==> config.mk <==
export PLATFORM = sky130hd
export DESIGN_NAME = cluster_ldst_sequencer
export DESIGN_NICKNAME = d
export VERILOG_FILES = /design/src/rtl/cluster_ldst_sequencer.sv
export SDC_FILE = /design/constraint.sdc
export NUM_CORES = 1
export LEC_CHECK = 0
export BUFFER_PORTS_ARGS = -buffer_cell sky130_fd_sc_hd__buf_2
export CAP_MARGIN = 20
export CORE_ASPECT_RATIO = 0.75
export CORE_MARGIN = 4
export CORE_UTILIZATION = 63
export CTS_BUF_LIST = sky130_fd_sc_hd__clkbuf_8
export CTS_CLUSTER_DIAMETER = 120
export DETAILED_ROUTE_END_ITERATION = 8
export HOLD_SLACK_MARGIN = 0.05
export PLACE_DENSITY = 0.94
export SETUP_SLACK_MARGIN = 0.05
export SLEW_MARGIN = 15
export SYNTH_ARGS = -nofsm -noshare
export SYNTH_HDL_FRONTEND = slang
export SYNTH_SLANG_ARGS = --single-unit
==> constraint.sdc <==
create_clock -name clk_i -period 12.21 [get_ports clk_i]
set_clock_uncertainty 0.05 [all_clocks]
set_input_delay 1.221 -clock clk_i [delete_from_list [all_inputs] [get_ports clk_i]]
set_output_delay 1.221 -clock clk_i [all_outputs]
set_load 0.01 [all_outputs]
==> src/rtl/cluster_ldst_sequencer.sv <==
// Splits one vector load/store into contiguous per-cluster chunks and issues them one at a time.
// Tracks per-cluster completion and pulses a single response once all issued chunks finish.
module cluster_ldst_sequencer #(
  parameter int unsigned NrClusters = 4,
  parameter int unsigned VlWidth    = 16,
  parameter int unsigned AddrWidth  = 64
) (
  input  logic                  clk_i,
  input  logic                  rst_i,
  input  logic                  req_valid_i,
  output logic                  req_ready_o,
  input  logic [AddrWidth-1:0]  req_addr_i,
  input  logic [VlWidth-1:0]    req_vl_i,
  input  logic [1:0]            req_vsew_i,
  input  logic                  req_store_i,
  output logic [NrClusters-1:0] cl_valid_o,
  input  logic [NrClusters-1:0] cl_ready_i,
  output logic [AddrWidth-1:0]  cl_addr_o,
  output logic [VlWidth-1:0]    cl_vl_o,
  output logic                  cl_store_o,
  input  logic [NrClusters-1:0] cl_done_i,
  output logic                  resp_valid_o,
  output logic                  busy_o
);

  localparam int unsigned IdxW = $clog2(NrClusters);
  localparam int unsigned OffW = VlWidth + IdxW;

  typedef enum logic [1:0] {StIdle, StIssue, StWait, StResp} state_e;

  state_e                state_q;
  logic [AddrWidth-1:0]  addr_q;
  logic [VlWidth-1:0]    vl_q;
  logic [1:0]            vsew_q;
  logic                  store_q;
  logic [VlWidth:0]      chunk_q;
  logic [IdxW-1:0]       idx_q;
  logic [NrClusters-1:0] pending_q, pending_d;

  logic [VlWidth:0]      req_chunk;
  logic [OffW-1:0]       off, vl_ext, chunk_ext, remain;
  logic [VlWidth-1:0]    cur_vl;
  logic [AddrWidth-1:0]  cur_addr;
  logic [NrClusters-1:0] idx_onehot;
  logic                  issue_active, handshake, advance, last_idx;

  // Ceiling divide by the cluster count; one extra bit keeps vl near 2^VlWidth from overflowing.
  assign req_chunk = ({1'b0, req_vl_i} + (VlWidth+1)'(NrClusters - 1)) >> IdxW;

  assign off       = OffW'(idx_q) * OffW'(chunk_q);
  assign vl_ext    = OffW'(vl_q);
  assign chunk_ext = OffW'(chunk_q);
  assign remain    = vl_ext - off;

  always_comb begin
    cur_vl = '0;
    if (off < vl_ext) begin
      cur_vl = (chunk_ext < remain) ? VlWidth'(chunk_ext) : VlWidth'(remain);
    end
  end

  assign cur_addr = addr_q + (AddrWidth'(off) << vsew_q);

  always_comb begin
    idx_onehot        = '0;
    idx_onehot[idx_q] = 1'b1;
  end

  assign issue_active = (state_q == StIssue) && (cur_vl != '0);
  assign handshake    = issue_active && cl_ready_i[idx_q];
  assign advance      = (state_q == StIssue) && ((cur_vl == '0) || cl_ready_i[idx_q]);
  assign last_idx     = (idx_q == IdxW'(NrClusters - 1));

  // A done coinciding with the issue handshake of the same cluster belongs to no chunk of ours.
  always_comb begin
    pending_d = pending_q & ~cl_done_i;
    if (handshake) begin
      pending_d[idx_q] = 1'b1;
    end
  end

  always_ff @(posedge clk_i or posedge rst_i) begin
    if (rst_i) begin
      state_q   <= StIdle;
      addr_q    <= '0;
      vl_q      <= '0;
      vsew_q    <= '0;
      store_q   <= 1'b0;
      chunk_q   <= '0;
      idx_q     <= '0;
      pending_q <= '0;
    end else begin
      pending_q <= pending_d;
      unique case (state_q)
        StIdle: begin
          if (req_valid_i) begin
            addr_q  <= req_addr_i;
            vl_q    <= req_vl_i;
            vsew_q  <= req_vsew_i;
            store_q <= req_store_i;
            chunk_q <= req_chunk;
            idx_q   <= '0;
            state_q <= (req_vl_i == '0) ? StResp : StIssue;
          end
        end
        StIssue: begin
          if (advance) begin
            idx_q <= idx_q + IdxW'(1);
            if (last_idx) begin
              state_q <= StWait;
            end
          end
        end
        StWait: begin
          if ((pending_q & ~cl_done_i) == '0) begin
            state_q <= StResp;
          end
        end
        StResp:  state_q <= StIdle;
        default: state_q <= StIdle;
      endcase
    end
  end

  assign req_ready_o  = (state_q == StIdle);
  assign resp_valid_o = (state_q == StResp);
  assign busy_o       = (state_q != StIdle);
  assign cl_valid_o   = issue_active ? idx_onehot : '0;
  assign cl_addr_o    = issue_active ? cur_addr : '0;
  assign cl_vl_o      = issue_active ? cur_vl : '0;
  assign cl_store_o   = issue_active && store_q;

endmodule

Word level (Yosys, flattened, before mapping)
Cells that the tools add are included.
{ "op_classes": {"addsub": 4, "mul": 1, "order_cmp": 4, "n_eq_ne": 8, "shifts": 1, "n_mux": 19, "bitwise": 3, "reduce_logical": 16} }
{ "ops": {"columns": ["op", "count"], "rows": [
  ["$add A64 B64 Y64", 1],
  ["$mux W64", 1],
  ["$shl A17 B2 Y64", 1],
  ["$mux W16", 3],
  ["$logic_not A16 Y1", 2],
  ["$lt A15 B18 Y1", 1],
  ["$sub A16 B17 Y18", 1],
  ["$add A16 B2 Y17 const B", 1],
  ["$lt A17 B16 Y1", 1],
  ["$mul A2 B15 Y17", 1],
  ["$reduce_bool A16 Y1", 1],
  ["$mux W2", 7],
  ["$mux W4", 2],
  ["$ne A2 B2 Y1 const B", 4],
  ["$pmux W2 S4", 1],
  ["$eq A2 B2 Y1 const B", 3],
  ["$logic_and A1 B1 Y1", 5],
  ["$and A4 B4 Y4", 1],
  ["$logic_not A4 Y1", 1],
  ["$not A4 Y4", 1],
  ["$or A4 B4 Y4", 1],
  ["$pmux W2 S2", 1],
  ["$reduce_and A4 Y1", 1],
  ["$reduce_bool A2 Y1", 2],
  ["11 further kinds", 12]
]} }
{ "word_totals": {"register_bits": 106, "in_bits": 94, "output_inout_bits": 88, "word_cells": 64} }

Longest topological paths before layout
{ "depth": {"word_depth": 10, "depth_mapped": 31, "ltp_nobuf": 27} }

Worst setup path after synthesis
No wires, ideal clock.
{ "synth_path": {"path_type": "register -> output", "startpoint": "reg idx_q[0]", "endpoint": "out cl_vl_o[13]", "arrival_ps": 5793, "required_ps": 10939, "setup_slack_ps": 5146, "path_stages_with_launch": 31, "n_path_buf": 4, "path_cell_list": "dfrtp_1 -> clkbuf_1 -> clkbuf_1 -> and2_1 -> ha_1 -> fa_1 -> a21o_1 -> a21o_1 -> a21oi_1 -> o21ai_0 -> a211oi_1 -> xnor2_1 -> inv_1 -> ha_1 -> clkbuf_1 -> a211oi_1 -> nand2b_1 -> o21ai_0 -> a211oi_1 -> inv_1 -> ha_1 -> a21oi_1 -> o21ai_0 -> a21oi_1 -> o31a_1 -> nor2_1 -> and4_1 -> a41oi_4 -> nand4_4 -> buf_2 -> a211oi_1"} }
{ "synth_via": {"elab_chain_cells": 8, "word_cells_on_any_way": 9, "classes_between": "1 x add/sub; 1 x mul; 2 x order compare; 3 x mux; 2 x reduce/logical"} }
{ "synth_lines": {"columns": ["item", "line", "rtl"], "rows": [
  ["start, declared", "37", "logic [IdxW-1:0] idx_q;"],
  ["start signal, assigned", "108", "idx_q <= idx_q + IdxW'(1);"],
  ["$mul A2 B15 Y17 *", "50", "assign off = OffW'(idx_q) * OffW'(chunk_q);"],
  ["$sub A16 B17 Y18", "53", "assign remain = vl_ext - off;"],
  ["$lt A15 B18 Y1", "58", "cur_vl = (chunk_ext < remain) ? VlWidth'(chunk_ext) : VlWidth'(remain);"],
  ["$mux W16", "58", null],
  ["$mux W16 *", "57", "if (off < vl_ext) begin"],
  ["$reduce_bool A16 Y1", "69", "assign issue_active = (state_q == StIssue) && (cur_vl != '0);"],
  ["$logic_and A1 B1 Y1", "69", null],
  ["$mux W16 *", "130", "assign cl_vl_o = issue_active ? cur_vl : '0;"],
  ["end, declared", "19", "output logic [VlWidth-1:0] cl_vl_o,"]
]} }
Every way passes the cells marked *; elsewhere a longest branch is shown, timed or not.

Worst setup path after layout
{ "layout_path": {"startpoint": "reg idx_q[1]", "endpoint": "out cl_addr_o[6]"} }
{ "layout_via": {"elab_chain_cells": 8, "word_cells_on_any_way": 11, "classes_between": "2 x add/sub; 1 x mul; 2 x order compare; 1 x shift; 3 x mux; 2 x reduce/logical"} }
{ "layout_lines": {"columns": ["item", "line", "rtl"], "rows": [
  ["$mul A2 B15 Y17 *", "50", null],
  ["$sub A16 B17 Y18", "53", null],
  ["$lt A15 B18 Y1", "58", null],
  ["$mux W16", "58", null],
  ["$mux W16", "57", null],
  ["$reduce_bool A16 Y1", "69", null],
  ["$logic_and A1 B1 Y1", "69", null],
  ["$mux W64 *", "129", "assign cl_addr_o = issue_active ? cur_addr : '0;"],
  ["end, declared", "18", "output logic [AddrWidth-1:0] cl_addr_o,"]
]} }
Marked as above.

==> impl_metrics.ini <==
[detailed_routing]
firstDrtPassIters = 5
viasPerCell = 6.13
wl_met1_um = 11700
drc = 0
top_layer = met4
wl_met3_um = 2150
met2_length_um = 11500
vias = 8833
ant_nets = 0
drt_iter0_markers = 697
detail_route.wl_per_cell_um = 18.1
wl_um = 26100

[worst_hold_path]
worstHoldPathType = flop to flop
hold_end = vl_q[15]
min_from = vl_q[15]
hold_depth = 2

[timing]
setup_violations = 0
finalHoldViolCount = 0
tightest_slew_ns = 1.14
setup_ws_ns = 2.46
relSlewSlack_pct = 24.1
grt_setup_unrepaired = false
min_period_ns = 9.75
finalCritPeriodShare_pct = 79.9
fmax_ghz = 0.103
drv_slew = 0
hold_ws_ns = 0.456
finalSetupTns_ns = 0

[clock_tree]
cts_resized = 0
clkLatencyLatePin_ns = 0.39
cts_buffers = 9
postCtsSetupBuffers = 0
clkSinkCount = 106
path_clk_slew_ns = 0.12
cts_root_buf = clkbuf_8
cts_tree = done
cts.path.max_buffers = 2
postCtsHoldBufs = 0
htreeDepth = 3

[critical_path]
crit_arrival_ns = 8.48
end_kind = output port
path_buf_inv = 3
rr_endpoint = idx_q[0]
reg2regPathDepth = 24
startpoint = idx_q[1]
critPathMaxFanout = 69
r2r_start = idx_q[1]
path_delay_family = compound AO/OA/AOI/OAI gates
setup.worst_path.class = flop to output port
crit_path_start_kind = flop
reg2reg_slack_ns = 4.81
critical_path_depth = 26
crit_path_top_delay_cell = and4_1
max_stage_delay_ns = 0.92
worstPathRequired_ns = 10.94

[cells_and_area]
drive_gt1_share_pct = 24.6
n_antenna_cell = 0
fin_cells = 1442
post-route-util_pct = 73.2
nNetsFinal = 1406
area_growth_pct = 13.2
design_area_sq_um = 10600

[logic_synthesis]
synth.most_common_cell = nor2_1
synth_top_cells_by_count = 126 x nor2_1, 106 x dfrtp_1, 82 x mux2_2
yosysTopAreaCellShare_pct = 28.2
ys_seq_area_share_pct = 28.2
netlist_area_sq_um = 9410
synth.avg_cell_area_sq_um = 8.67
synth_edf_count = 0
synthTopCellsByArea = dfrtp_1 28%, mux2_2 9.8%, ha_1 9.6%, nor2_1 5.0%, xnor2_1 4.6%
async_flop_share_pct = 100
synth.distinct_cells = 71
synthCells = 1085
syn-num-nets = 1254
synth_ff_type = dfrtp_1
synth.largest_area_cell = dfrtp_1
ys_warn_count = 0
ys_ff_latch = 106

[power]
pwr-share-comb_pct = 71.0
power.switching_mw = 1.75
p_sw_share_pct = 52.1
intPower_mw = 1.61
p_clk_share_pct = 7.1
finalPower_mw = 3.36
power_frac_seq_pct = 21.9
peakVddDrop_mv = 0.172
powerDensity_nw_per_um2 = 316
p_leak_nw = 5.03

[place]
placed_area_sq_um = 10400
routabilityCongestion = 0.962
portBuffers = 180
post-place-ws_ns = 3.04
place_hpwl_um = 20200
dp_cells = 1425

[floorplan]
fp-row-count = 38
die_area_sq_um = 17000
ios = 182
start_util_pct = 64.7
die_h_um = 114
coreArea_sq_um = 14500
die_width_um = 149

[job]
drv_cap = 0

[grt]
grt_max_degree = 77
overflow = 0
gr-usage-all-layers_pct = 30.1
grt_first_pass_wirelength_um = 41600
first_global_vias = 8287
antenna_found_initial = 1

[outcome]
status = finished, final reports clean
==> kinds of logic after synthesis <==
logic type                 after synthesis  share of synthesized area (%)
and+or+nand+nor                        377                           19.9
AOI/OAI and AO/OA                      220                           15.5
muxes                                  109                           13.1
DFF                                    106                           28.2
buffers and inverters                  106                           4.61
xor gates and xnor gates                91                           8.47
adders and majority gates               75                           10.2
other                                    1                         0.0399
==> sequential cells by signal, summed over array words and instances (netlist names) <==
| name | count |
|---|---|
| chunk_q | 15 |
| state_q | 2 |
| pending_q | 4 |
| store_q | 1 |
| vsew_q | 2 |
| vl_q | 16 |
| addr_q | 64 |
| idx_q | 2 |
==> area by class of cell <==
class	count	area, sq um
multi-input cells	873	6340
fillers	1087	3900
flip-flops and latches	106	2650
repair buffers	187	966
well taps	200	250
inverters	60	228
clock buffers	9	124
clock inverters	7	91.3
==> how the worst max path moves through the flow <==
stage                   end
4_1_cts        cl_addr_o[6]
3_3_place_gp   cl_addr_o[2]
6_report       cl_addr_o[6]
2_1_floorplan   cl_vl_o[13]
5_1_grt        cl_addr_o[6]
3_5_place_dp   cl_addr_o[6]
==> power groups by stage <==
stage                     Combinational, mW  Clock [mW]  Sequential (mW)
after CTS                              2.34       0.241            0.729
final                                  2.39       0.238            0.737
after global placement                 2.26           0            0.724
after global routing                   2.62       0.254            0.759
after detailed placement               2.33           0            0.736
after floorplan                        1.82           0            0.646
==> cell usage in the layout, fill, tap and decap left out, types with 6 or more instances in the layout <==
master    synthesis  layout
buf_2             7     180
nor2_1          126     126
dfrtp_1         106     106
mux2_2           82      82
ha_1             72      72
nand2_1          70      69
inv_1            60      59
a21oi_1          55      55
xnor2_1          49      49
o21ai_0          46      46
xor2_1           42      42
and2_1           35      35
nor3_1           26      26
a21o_1           26      26
mux2i_1          23      23
nand3_1          21      21
and3_1           16      16
nand4_1          16      16
a211oi_1         14      14
o211ai_1         13      13
nor2b_1          10      10
nor4_1            9       9
clkbuf_8          0       9
nand2b_1          8       8
or3_1             8       8
o31ai_1           7       7
nor3b_1           7       7
or2_2             6       6
a31oi_1           6       6
buf_4             3       6
==> per-layer routing <==
metal,GRT usage [%],vias up
met4,9.15,0
met5,0,-
met1,43.4,4188
met2,45.9,409
li1,-,4163
met3,6.00,73
==> worst min-delay path, cell delays in order, from the launching register on <==
cell and delay (ns):
dfrtp_1 0.37, nand2_1 0.05, nand2_1 0.05
(Power assumes the default switching activity.)
